## config.mk

```make
export PLATFORM = sky130hd
export DESIGN_NAME = hdr_ctrl
export DESIGN_NICKNAME = d
export VERILOG_FILES = /design/src/rtl/hdr_ctrl.sv
export SDC_FILE = /design/constraint.sdc
export NUM_CORES = 1
export LEC_CHECK = 0
export ABC_AREA = 1
export CORE_MARGIN = 10
export CORE_UTILIZATION = 25
export DETAILED_ROUTE_END_ITERATION = 8
export PLACE_DENSITY = 0.5
export SYNTH_ARGS = -nofsm -noshare
export SYNTH_HDL_FRONTEND = slang
export SYNTH_SLANG_ARGS = --single-unit
export TNS_END_PERCENT = 50
```

## constraint.sdc

```tcl
create_clock -name clk -period 2 [get_ports clk]
set_input_delay 0.4 -clock clk [delete_from_list [all_inputs] [get_ports clk]]
set_output_delay 0.4 -clock clk [all_outputs]
set_load 0.01 [all_outputs]
```

## src/rtl/hdr_ctrl.sv

```systemverilog
// hdr_ctrl: walks each pixel of three stored exposures through one read port,
// feeds the merge block and streams its log-radiance results with raster flags.
module hdr_ctrl #(
    parameter int H_RES     = 640,
    parameter int V_RES     = 480,
    parameter int ADDR_W    = 20,
    parameter int BASE_HIGH = 0,
    parameter int BASE_MID  = 307200,
    parameter int BASE_LOW  = 614400
) (
    input  logic              clk,
    input  logic              rst_n,
    input  logic              frame_start,
    output logic              busy,
    output logic              frame_done,
    output logic              rd_req,
    output logic [ADDR_W-1:0] rd_addr,
    input  logic              rd_ack,
    input  logic              rd_valid,
    input  logic [15:0]       rd_data,
    output logic [4:0]        red_high,
    output logic [4:0]        red_mid,
    output logic [4:0]        red_low,
    output logic [5:0]        green_high,
    output logic [5:0]        green_mid,
    output logic [5:0]        green_low,
    output logic [4:0]        blue_high,
    output logic [4:0]        blue_mid,
    output logic [4:0]        blue_low,
    output logic              hdr_start,
    input  logic [11:0]       lE_red,
    input  logic [11:0]       lE_green,
    input  logic [11:0]       lE_blue,
    input  logic              hdr_done,
    output logic              out_valid,
    input  logic              out_ready,
    output logic [35:0]       out_data,
    output logic              out_sol,
    output logic              out_eol,
    output logic              out_sof,
    output logic              out_eof
);
    localparam int PIX   = H_RES * V_RES;
    localparam int IDX_W = (PIX > 1) ? $clog2(PIX) : 1;
    localparam int X_W   = (H_RES > 1) ? $clog2(H_RES) : 1;
    localparam int Y_W   = (V_RES > 1) ? $clog2(V_RES) : 1;

    typedef enum logic [3:0] {
        IDLE, REQ_H, DAT_H, REQ_M, DAT_M, REQ_L, DAT_L, START, WAIT, OUT
    } state_t;

    state_t             state_q, state_d;
    logic [X_W-1:0]     x_q, x_d;
    logic [Y_W-1:0]     y_q, y_d;
    logic [IDX_W-1:0]   idx_q, idx_d;
    logic               busy_q, busy_d;
    logic               frame_done_q, frame_done_d;
    logic               rd_req_q, rd_req_d;
    logic [ADDR_W-1:0]  rd_addr_q, rd_addr_d;
    logic [15:0]        hi_q, hi_d, mid_q, mid_d, lo_q, lo_d;
    logic               hdr_start_q, hdr_start_d;
    logic               out_valid_q, out_valid_d;
    logic [35:0]        out_data_q, out_data_d;
    logic               sol_q, sol_d, eol_q, eol_d, sof_q, sof_d, eof_q, eof_d;
    logic               last;

    // Linear pixel index replaces y*H_RES+x, so no multiplier is needed.
    function automatic logic [ADDR_W-1:0] addr_of(input int base, input logic [IDX_W-1:0] i);
        return ADDR_W'(base) + ADDR_W'(i);
    endfunction

    assign last = idx_q == IDX_W'(PIX - 1);

    always_comb begin
        state_d      = state_q;
        x_d          = x_q;
        y_d          = y_q;
        idx_d        = idx_q;
        busy_d       = busy_q;
        frame_done_d = 1'b0;
        rd_req_d     = rd_req_q;
        rd_addr_d    = rd_addr_q;
        hi_d         = hi_q;
        mid_d        = mid_q;
        lo_d         = lo_q;
        hdr_start_d  = 1'b0;
        out_valid_d  = out_valid_q;
        out_data_d   = out_data_q;
        sol_d        = sol_q;
        eol_d        = eol_q;
        sof_d        = sof_q;
        eof_d        = eof_q;
        unique case (state_q)
            IDLE: if (frame_start) begin
                state_d   = REQ_H;
                busy_d    = 1'b1;
                x_d       = '0;
                y_d       = '0;
                idx_d     = '0;
                rd_req_d  = 1'b1;
                rd_addr_d = addr_of(BASE_HIGH, '0);
            end
            REQ_H, REQ_M, REQ_L: if (rd_ack) begin
                rd_req_d = 1'b0;
                state_d  = (state_q == REQ_H) ? DAT_H : (state_q == REQ_M) ? DAT_M : DAT_L;
            end
            DAT_H: if (rd_valid) begin
                hi_d      = rd_data;
                state_d   = REQ_M;
                rd_req_d  = 1'b1;
                rd_addr_d = addr_of(BASE_MID, idx_q);
            end
            DAT_M: if (rd_valid) begin
                mid_d     = rd_data;
                state_d   = REQ_L;
                rd_req_d  = 1'b1;
                rd_addr_d = addr_of(BASE_LOW, idx_q);
            end
            DAT_L: if (rd_valid) begin
                lo_d        = rd_data;
                state_d     = START;
                hdr_start_d = 1'b1;
            end
            START: state_d = WAIT;
            WAIT: if (hdr_done) begin
                out_data_d  = {lE_red, lE_green, lE_blue};
                sol_d       = x_q == '0;
                eol_d       = x_q == X_W'(H_RES - 1);
                sof_d       = (x_q == '0) && (y_q == '0);
                eof_d       = last;
                out_valid_d = 1'b1;
                state_d     = OUT;
            end
            OUT: if (out_ready) begin
                out_valid_d = 1'b0;
                if (last) begin
                    frame_done_d = 1'b1;
                    busy_d       = 1'b0;
                    state_d      = IDLE;
                end else begin
                    x_d       = eol_q ? '0 : x_q + 1'b1;
                    y_d       = eol_q ? y_q + 1'b1 : y_q;
                    idx_d     = idx_q + 1'b1;
                    state_d   = REQ_H;
                    rd_req_d  = 1'b1;
                    rd_addr_d = addr_of(BASE_HIGH, idx_q + 1'b1);
                end
            end
            default: state_d = IDLE;
        endcase
    end

    always_ff @(posedge clk or negedge rst_n) begin
        if (!rst_n) begin
            state_q      <= IDLE;
            x_q          <= '0;
            y_q          <= '0;
            idx_q        <= '0;
            busy_q       <= 1'b0;
            frame_done_q <= 1'b0;
            rd_req_q     <= 1'b0;
            rd_addr_q    <= '0;
            hi_q         <= '0;
            mid_q        <= '0;
            lo_q         <= '0;
            hdr_start_q  <= 1'b0;
            out_valid_q  <= 1'b0;
            out_data_q   <= '0;
            sol_q        <= 1'b0;
            eol_q        <= 1'b0;
            sof_q        <= 1'b0;
            eof_q        <= 1'b0;
        end else begin
            state_q      <= state_d;
            x_q          <= x_d;
            y_q          <= y_d;
            idx_q        <= idx_d;
            busy_q       <= busy_d;
            frame_done_q <= frame_done_d;
            rd_req_q     <= rd_req_d;
            rd_addr_q    <= rd_addr_d;
            hi_q         <= hi_d;
            mid_q        <= mid_d;
            lo_q         <= lo_d;
            hdr_start_q  <= hdr_start_d;
            out_valid_q  <= out_valid_d;
            out_data_q   <= out_data_d;
            sol_q        <= sol_d;
            eol_q        <= eol_d;
            sof_q        <= sof_d;
            eof_q        <= eof_d;
        end
    end

    assign busy       = busy_q;
    assign frame_done = frame_done_q;
    assign rd_req     = rd_req_q;
    assign rd_addr    = rd_addr_q;
    assign hdr_start  = hdr_start_q;
    assign out_valid  = out_valid_q;
    assign out_data   = out_data_q;
    assign out_sol    = sol_q;
    assign out_eol    = eol_q;
    assign out_sof    = sof_q;
    assign out_eof    = eof_q;
    assign {red_high, green_high, blue_high} = hi_q;
    assign {red_mid, green_mid, blue_mid}    = mid_q;
    assign {red_low, green_low, blue_low}    = lo_q;
endmodule

```

Word level (Yosys, flattened, before mapping)
Index checks and enable logic that the tools add are counted.
- flip-flop bits (word level): 155
- input bits: 59
- output and inout port bits: 113
- logic and storage cells: 114
- add/sub/neg operators: 5
- eq/ne operators: 22
- multiplexer cells: 48
- reductions and logical operators: 21
- operators by type and width (kind ; number):
    20-bit 2-to-1 mux ; 5
    20-bit one-hot mux with 4 select lines ; 1
    19-bit 2-to-1 mux ; 3
    10-bit 2-to-1 mux ; 4
    19-bit one-hot mux with 2 select lines ; 1
    9-bit 2-to-1 mux ; 4
    4-bit one-hot mux with 8 select lines ; 1
    4-bit 2-to-1 mux ; 7
    19-bit by 19-bit adder with 20-bit output, first input constant ; 1
    20-bit by 19-bit adder with 20-bit output, first input constant ; 1
    2-bit != test, second input constant ; 10
    10-bit one-hot mux with 2 select lines ; 1
    19-bit by 1-bit adder with 19-bit output, second input constant ; 1
    19-bit equality test, second input constant ; 1
    9-bit one-hot mux with 2 select lines ; 1
    4-bit by 3-bit equality test with 1-bit output, second input constant ; 4
    1-bit 2-to-1 mux ; 15
    6-bit AND reduction ; 2
    10-bit by 1-bit adder with 10-bit output, second input constant ; 1
    10-bit equality test, second input constant ; 1
    10-bit zero test ; 1
    9-bit by 1-bit adder with 9-bit output, second input constant ; 1
    9-bit zero test ; 1
    4-bit by 2-bit equality test with 1-bit output, second input constant ; 2
    18 further kinds ; 26

Longest topological paths before layout
Gate-level depths: netlist of the first run.
- depth in word-level cells: 5
- mapped depth: 13
- depth with buffers taken out: 12

Least setup slack after synthesis of the first run
Ideal clock, no wire load.
- path type: reg2reg
- start point: register idx_q[0]
- end point: register x_q[5]
- library setup time: 127 ps
- data arrival time: 1582 ps
- required time: 1873 ps
- path slack: 291 ps
- cell stages (with the launch flop): 13
- buffers on the path: 2
- period minus slack after synthesis: 1709 ps
- cells stage by stage: dfrtp_1 > ha_1 > nand2_1 > nor2_2 > nand2_2 > nor2_4 > nand2_2 > nand2_2 > nand2_1 > nand2_2 > buf_6 > buf_6 > o21ai_0
- cells in the longest elaborated chain, start to end: 3
- ends and longest elaborated chain (item ; line ; text):
    start, declared ; 55 ; logic [IDX_W-1:0] idx_q, idx_d;
    start signal, assigned ; 177 ; idx_q <= idx_d;
    19-bit equality test ; 72 ; assign last = idx_q == IDX_W'(PIX - 1);
    2-bit != test (no source line) ; - ;
    4-bit AND reduction (no source line) ; - ;
    end signal, assigned ; 156 ; x_q <= '0;
    end signal, assigned ; 175 ; x_q <= x_d;
    end, declared ; 53 ; logic [X_W-1:0] x_q, x_d;
No other way between the ends.
A chain may end at the register's enable or synchronous reset.

Worst setup path in the final report of the first run
- start point: register idx_q[1]
- end point: register idx_q[8]
- cells in the longest elaborated chain, start to end: 4
- elaborated cells on any way between the ends: 7
- those cells by class: 1 x add/sub; 2 x eq/ne; 3 x mux; 1 x reduce/logical
- ends and longest elaborated chain (item ; line ; text):
    19-bit by 1-bit adder with 19-bit output ; 143 ; idx_d = idx_q + 1'b1;
    19-bit 2-to-1 mux ; 136 ; if (last) begin
    19-bit 2-to-1 mux ; 134 ; OUT: if (out_ready) begin
    19-bit one-hot mux with 2 select lines ; 93 ; unique case (state_q)
Several ways; a longest one is shown, not always the timed one. The select of a mux whose other input is x is not followed.

==> results of run 1 <==
per-layer routing:
metal / track usage (%) / vias up
met1: 15.3 / 3048
li1: - / 3407
met5: 0 / -
met4: 4.02 / 2
met3: 5.29 / 25
met2: 18.9 / 149
cell families after synthesis:
family                     Yosys count
and+or+nand+nor                    515
DFF                                155
AOI/OAI and AO/OA                  136
buffers and inverters              122
adders and majority gates           11
xor gates and xnor gates             6
synthesized netlist by cell type (8+ instances only):
cell type / n / share of area [%]
nand2_1: 366 / 18
dfrtp_1: 155 / 52
o21ai_0: 84 / 5.6
inv_1: 81 / 4.1
nand3_1: 49 / 3.3
nor2_1: 47 / 2.4
o21ai_1: 25 / 1.7
clkbuf_1: 18 / 0.90
a21oi_1: 17 / 1.1
nand4_1: 15 / 1.3
ha_1: 11 / 1.8
buf_6: 8 / 1.2
report_power, final:
group          internal (mW)  switching (mW)  leakage (nW)  total (mW)
logic                   2.51            2.86          2.61        5.37
clock network           1.68            1.58         0.279        3.26
registers               4.02           0.550          2.06        4.57
area by class of cell:
class | count | area, µm² | area share (%)
timing repair buffer | 214 | 2130 | 20.3
sequential | 155 | 3880 | 37.0
antenna | 2 | 5.00 | 0.0477
inverter | 86 | 328 | 3.12
clock inverter | 14 | 150 | 1.43
tap | 390 | 488 | 4.65
clock buffer | 18 | 429 | 4.09
multi-input combinational | 668 | 3080 | 29.4
worst max-delay path: stages, from the launching register on:
cell and delay (ns):
dfrtp_1 0.39, ha_1 0.20, nand2_1 0.08, nor2_2 0.14, nand2_2 0.10, nor2_4 0.15, nand2_2 0.08, nand2_2 0.09
nand2_1 0.09, nand2_4 0.12, clkbuf_16 0.20, o21ai_0 0.08
per-stage QoR:
| stage | setup TNS, ns | utilization [%] | total power [mW] |
|---|---|---|---|
| floorplan | 0 | - | 7.22 |
| global placement | 0 | 33.2 | 9.96 |
| detailed placement | 0 | 33.2 | 9.97 |
| CTS | 0 | 35.2 | 13.3 |
| global route | -0.0167 | 35.4 | 14.2 |
| finish | 0 | 35.4 | 13.2 |
timing repair:
item,in CTS,in global routing
gates resized for setup,0,2
setup endpoints to repair,0,28
endpoints found under the hold margin,41,0
hold buffers,1,0
setup buffers,0,3
state kept, by name (all words and copies together) (netlist names), 4 cells and up:
signal / cells
y_q: 9
out_data: 36
rd_addr: 20
lo_q: 16
idx_q: 19
hi_q: 16
mid_q: 16
x_q: 10
state_q: 4
worst min path at each step:
stage / to / slack [ns] / cells past startpoint
final: mid_q[12] / 0.44 / 2
after global routing: mid_q[12] / 0.48 / 2
after floorplan: busy / 0.10 / 0
after CTS: mid_q[12] / 0.45 / 2
after global placement: mid_q[12] / 0.37 / 1
after detailed placement: mid_q[12] / 0.36 / 1
==> impl_results.md, run 1 <==
* RR Endpoint: idx_q[8]
* Fillers at 3133
* I/O pin cnt at 172
* Maximum vdd drop at 0.560 mV
* Post-synthesis adder-cell area fraction at 1.84%
* Setup Viol. Count Final at 0
* Routed wl met3 at 1960 µm
* Synth Register Bits at 155
* Critical Path RT at 2.30 ns
* Clk slew on worst S/H paths at 0.08 ns
* DIE HEIGHT at 193 µm
* Synth Flop Type: dfrtp_1
* CTS tree: done
* HPWL Detailed at 16700 µm
* CTS H-tree depth at 4
* Vias/cell at 4.29
* Final WL at 22900 µm
* Leak Pwr at 4.96 nW
* Share of cells above drive strength 1 at 9.00%
* Status: completed
* Nets@finish at 1212
* Most common cell after layout, fill and taps aside: nand2_1
* IO Port Bufs at 171
* Max Cap Viol at 0
* Number of global-route vias before repair at 6741
* Finished Cell Area at 10500 µm²
* Ys async rst share at 100%
* Initial antenna violation count at 3
* Max Root-Sink Buffers at 2
* Post-Synth Simple-Gate Area at 29.1%
* GPL Wtd Cong at 0.846
* GRT Overall Usage at 12.3%
* Antenna viol nets, final at 0
* Synth Net Count at 1015
* Num CTS Buffers at 17
* Final Hold Viols at 0
* Post-synth EDFFs at 0
* Worst Max-Slew Pin Slew at 0.479 ns
* Wire per inst at 14.8 µm
* Post-synthesis xor/xnor area fraction at 0.702%
* HP Class: primary input to asynchronous set/reset pin
* Die area at 37300 µm²
* Yosys warning total at 0
* TritonCTS Sinks at 155
* Critical Path AT at 2.15 ns
* PD cells at 1260 nW/µm²
* Final Skew at 0.0234 ns
* Yosys cell types at 39
* Synthesized cell area at 7490 µm²
* Synth Area in Compound Gates at 9.37%
* Slew Viols, Final at 0
* Worst slack, placed at 0.0478 ns
* Area grow syn2layout at 40.1%
* Top Metal Used: met5
* Tcrit/Tclk final at 92.7%
* Die Wd at 193 µm
* Critical Path Start: idx_q[1]
* Number of remaining DRC errors at 0
* Syn avg cell area at 7.93 µm²
* R2R cell count at 11
* Num rows at 63
* Vias at 6631
* Largest family of logic cells by synthesized area: simple AND/OR/NAND/NOR gates
* Initial Utilization at 25.3%
* CP startpoint kind: register
* DR pass1 iterations at 4
* Crit-path max FO at 21
* Critical path endpoint category: register
* Min Tclk post-route at 1.85 ns
* Met2 wire length at 10500 µm
* Root Buffer: clkbuf_16
* Starting DRT DRC Count at 419
* Fin cells at 1547
* Flop2flop setup slack at 0.15 ns
* Multiplexer share of the synthesized area at 0%
* Fin worst setup slack at 0.146 ns
* Clock latency on the worst-skew pair at 0.44 ns
* Max-slew headroom at 67.7%
* Setup crit end: idx_q[8]
* CP Class: register to register
* Register area share after synthesis at 51.8%
* WL met1 at 10000 µm
* Placed cell area at 9840 µm²
* Core area at 29600 µm²
* WHS at 0.441 ns
* First-pass GRT wire length at 36600 µm
* Commonest cells after routing, fill and taps aside: 366 x nand2_1, 170 x clkdlybuf4s50_1, 155 x dfrtp_1, 84 x o21ai_0, 81 x inv_1
* Dpl cells at 1508
* Largest net degree at the start of global routing at 52
* Gr ovfl total at 0
* Syn Inst Count at 945
* R2r startpoint: idx_q[1]
* Fmax at 539 MHz
No activity file was read; power rests on OpenSTA's default activity.
==> run 2, diff against run 1 <==
--- a/config.mk
+++ b/config.mk
@@ -6,6 +6,7 @@
 export NUM_CORES = 1
 export LEC_CHECK = 0
 export ABC_AREA = 1
+export CORE_ASPECT_RATIO = 0.75
 export CORE_MARGIN = 10
 export CORE_UTILIZATION = 25
 export DETAILED_ROUTE_END_ITERATION = 8
@@ -13,4 +14,4 @@
 export SYNTH_ARGS = -nofsm -noshare
 export SYNTH_HDL_FRONTEND = slang
 export SYNTH_SLANG_ARGS = --single-unit
-export TNS_END_PERCENT = 50
+export TNS_END_PERCENT = 20
==> run 2 against run 1 <==
First-iteration DRC count is 16% lower. Combinational power rose by 3.9%. Clock skew is 0.010 ns lower. Setup slack gained 0.013 ns. Clock power up 7.1%. Cell count is the same. Highest routed layer unchanged.
==> impl_results.md, run 2 (same netlist as run 1, synthesis figures left out) <==
* Status: completed (unchanged)
* Setup Viol. Count Final at 0 (unchanged)
* Critical Path RT at 2.35 ns (was 2.30 ns)
* Clock power frac at 25.6% (was 24.7%)
* Initial antenna violation count at 1 (was 3)
* Tcrit/Tclk final at 92.1% (was 92.7%)
* Antenna viol nets, final at 0 (unchanged)
* Gr ovfl total at 0 (unchanged)
* Fin worst setup slack at 0.159 ns (was 0.146 ns)
* Number of remaining DRC errors at 0 (unchanged)
* DR pass1 iterations at 5 (was 4)
* Maximum vdd drop at 0.789 mV (was 0.560 mV)
* Final WL at 23300 µm (was 22900 µm)
* HP Class: primary input to asynchronous set/reset pin (unchanged)
* CP Class: register to register (unchanged)
* Vias/cell at 4.28 (was 4.29)
* Area grow syn2layout at 41.6% (was 40.1%)
* GRT Overall Usage at 12.2% (was 12.3%)
* Worst Max-Slew Pin Slew at 0.438 ns (was 0.479 ns)
* Crit-path cells: ha_2 -> nand2_1 -> nor2_4 -> nand2_2 -> nor2_4 -> nand2_2 -> nand2_2 -> nand2_2 -> nand2_4 -> clkbuf_16 -> nand2_1 -> o21ai_1 (was ha_1 -> nand2_1 -> nor2_2 -> nand2_2 -> nor2_4 -> nand2_2 -> nand2_2 -> nand2_1 -> nand2_4 -> clkbuf_16 -> o21ai_0)
* Most used cell, CP: nand2_2 (unchanged)
* Clk slew on worst S/H paths at 0.08 ns (about the same)
* Core area at 29300 µm² (was 29600 µm²)
* Num CTS Buffers at 17 (unchanged)
* Sw frac at 37.1% (was 37.8%)
* Core Util, Final at 36.2% (was 35.4%)
* Switching power at 5.06 mW (was 4.99 mW)
* Vias at 6619 (was 6631)
* Root Buffer: clkbuf_16 (unchanged)
* Slew Viols, Final at 0 (unchanged)
* CP startpoint kind: register (unchanged)
* Number of global-route vias before repair at 6542 (was 6741)
* CP max-delay cell: dfrtp_1 (unchanged)
* IO Port Bufs at 171 (unchanged)
* Die Wd at 220 µm (was 193 µm)
* Ant. Diodes at 0 (was 2)
* Nets@finish at 1212 (unchanged)
* CTS H-tree depth at 4 (unchanged)
* Final Skew at 0.0134 ns (was 0.0234 ns)
* PD cells at 1290 nW/µm² (was 1260 nW/µm²)
* TritonCTS Sinks at 155 (unchanged)
* Crit-path max FO at 11 (was 21)
* Largest net degree at the start of global routing at 46 (was 52)
* GPL Wtd Cong at 0.818 (was 0.846)
* Max Root-Sink Buffers at 2 (unchanged)
* Die area at 37400 µm² (was 37300 µm²)
* Register area at 3880 µm² (unchanged)
* Min Tclk post-route at 1.84 ns (was 1.85 ns)
* First-pass GRT wire length at 36300 µm (was 36600 µm)
* P_int at 8.57 mW (was 8.20 mW)
* HPWL Detailed at 16700 µm (about the same)
* Fillers at 3104 (was 3133)
* Critical path endpoint category: register (unchanged)
* Clock latency on the worst-skew pair at 0.44 ns (about the same)
* CTS tree: done (unchanged)
* Comb power frac at 40.9% (was 40.7%)
* Max Cap Viol at 0 (unchanged)
* Sequential share of power at 33.5% (was 34.6%)
* Area of the multi-input gates at 3100 µm² (was 3080 µm²)
* I/O pin cnt at 172 (unchanged)
* Wire per inst at 15.1 µm (was 14.8 µm)
* R2R cell count at 12 (was 11)
* Fmax at 543 MHz (was 539 MHz)
* Max reg flops at 36 (unchanged)
* Commonest cells after routing, fill and taps aside: 364 x nand2_1, 170 x clkdlybuf4s50_1, 155 x dfrtp_1, 84 x o21ai_0, 80 x inv_1 (was 366 x nand2_1, 170 x clkdlybuf4s50_1, 155 x dfrtp_1, 84 x o21ai_0, 81 x inv_1)
* Num rows at 54 (was 63)
* Share of cells above drive strength 1 at 9.52% (was 9.00%)
* Starting DRT DRC Count at 351 (was 419)
* R2r startpoint: idx_q[1] (unchanged)
* Most common cell after layout, fill and taps aside: nand2_1 (unchanged)
* Worst slack, placed at 0.0501 ns (was 0.0478 ns)
* Total power at 13.6 mW (was 13.2 mW)
* Critical Path AT at 2.19 ns (was 2.15 ns)
* Slowest stage delay, CP at 0.35 ns (was 0.39 ns)
* Final Hold Viols at 0 (unchanged)
* RR Endpoint: idx_q[5] (was idx_q[8])
* Leak Pwr at 4.99 nW (was 4.96 nW)
* Initial Utilization at 25.5% (was 25.3%)
* Flop2flop setup slack at 0.16 ns (was 0.15 ns)
* DIE HEIGHT at 170 µm (was 193 µm)
* Max-slew headroom at 70.8% (was 67.7%)
* RSZ-0062 raised after global routing: no
* Setup TNS at 0 ns (unchanged)
## run 2: worst max path at each step
stage,from,endpoint,slack [ns],cells past startpoint
after global placement,frame_start,rd_addr[9],0.08,8
after CTS,idx_q[1],idx_q[5],0.10,12
after global routing,idx_q[1],x_q[7],0.02,12
final,idx_q[1],idx_q[5],0.16,12
after detailed placement,frame_start,rd_addr[2],0.05,8
after floorplan,idx_q[0],x_q[5],0.29,12
## run 2: through the flow
step / area [µm²] / std cells / hold WS (ns)
final: 10600 / 1547 / 0.440
after global placement: 9870 / 1510 / 0.339
after detailed placement: 9870 / 1510 / 0.346
after floorplan: 7490 / 945 / 0.104
after CTS: 10500 / 1543 / 0.448
after global routing: 10600 / 1547 / 0.465
## run 2: area by class of cell
cell class | count | share of cell area [%]
well taps | 392 | 4.63
multi-input cells | 668 | 29.2
clock buffers | 17 | 4.01
repair buffers | 214 | 20.6
inverters | 86 | 3.13
flip-flops and latches | 155 | 36.6
clock inverters | 15 | 1.90
## run 2: layer usage
metal / global-route usage (%) / wire, µm / up-vias
met4: 3.09 / 272 / 2
met1: 16.2 / 11000 / 3050
met5: 0 / 13 / -
li1: - / - / 3403
met2: 17.7 / 9970 / 143
met3: 5.62 / 2100 / 21
## run 2: critical path: cells and delay by family, from the launching register on
family	cells	cell delay, ns
AO/OA/AOI/OAI	1	0.08
flip-flops	1	0.35
buffers and inverters	1	0.19
AND/OR/NAND/NOR	9	0.95
adder cells (fa/ha/maj)	1	0.19
## run 2: timing repair
item,4_1_cts,5_1_grt
buffers inserted,0,1
setup endpoints to repair,0,29
endpoints found under the hold margin,28,0
hold buffers,1,0
gates resized for setup,0,7
## run 2: power by group through the flow
| stage | clock, mW | combinational, mW | sequential, mW |
|---|---|---|---|
| global route | 3.73 | 6.20 | 4.68 |
| detailed placement | 0 | 5.42 | 4.60 |
| CTS | 3.60 | 5.44 | 4.57 |
| finish | 3.49 | 5.58 | 4.57 |
| global placement | 0 | 5.41 | 4.60 |
| floorplan | 0 | 2.29 | 4.93 |
==> run 3, diff against run 2 <==
--- a/config.mk
+++ b/config.mk
@@ -9,8 +9,10 @@
 export CORE_ASPECT_RATIO = 0.75
 export CORE_MARGIN = 10
 export CORE_UTILIZATION = 25
+export CTS_CLUSTER_SIZE = 30
 export DETAILED_ROUTE_END_ITERATION = 8
 export PLACE_DENSITY = 0.5
+export SLEW_MARGIN = 40
 export SYNTH_ARGS = -nofsm -noshare
 export SYNTH_HDL_FRONTEND = slang
 export SYNTH_SLANG_ARGS = --single-unit
==> results of run 3 <==
Same layout as run 2: the final DEF is identical, and so are final timing and power.
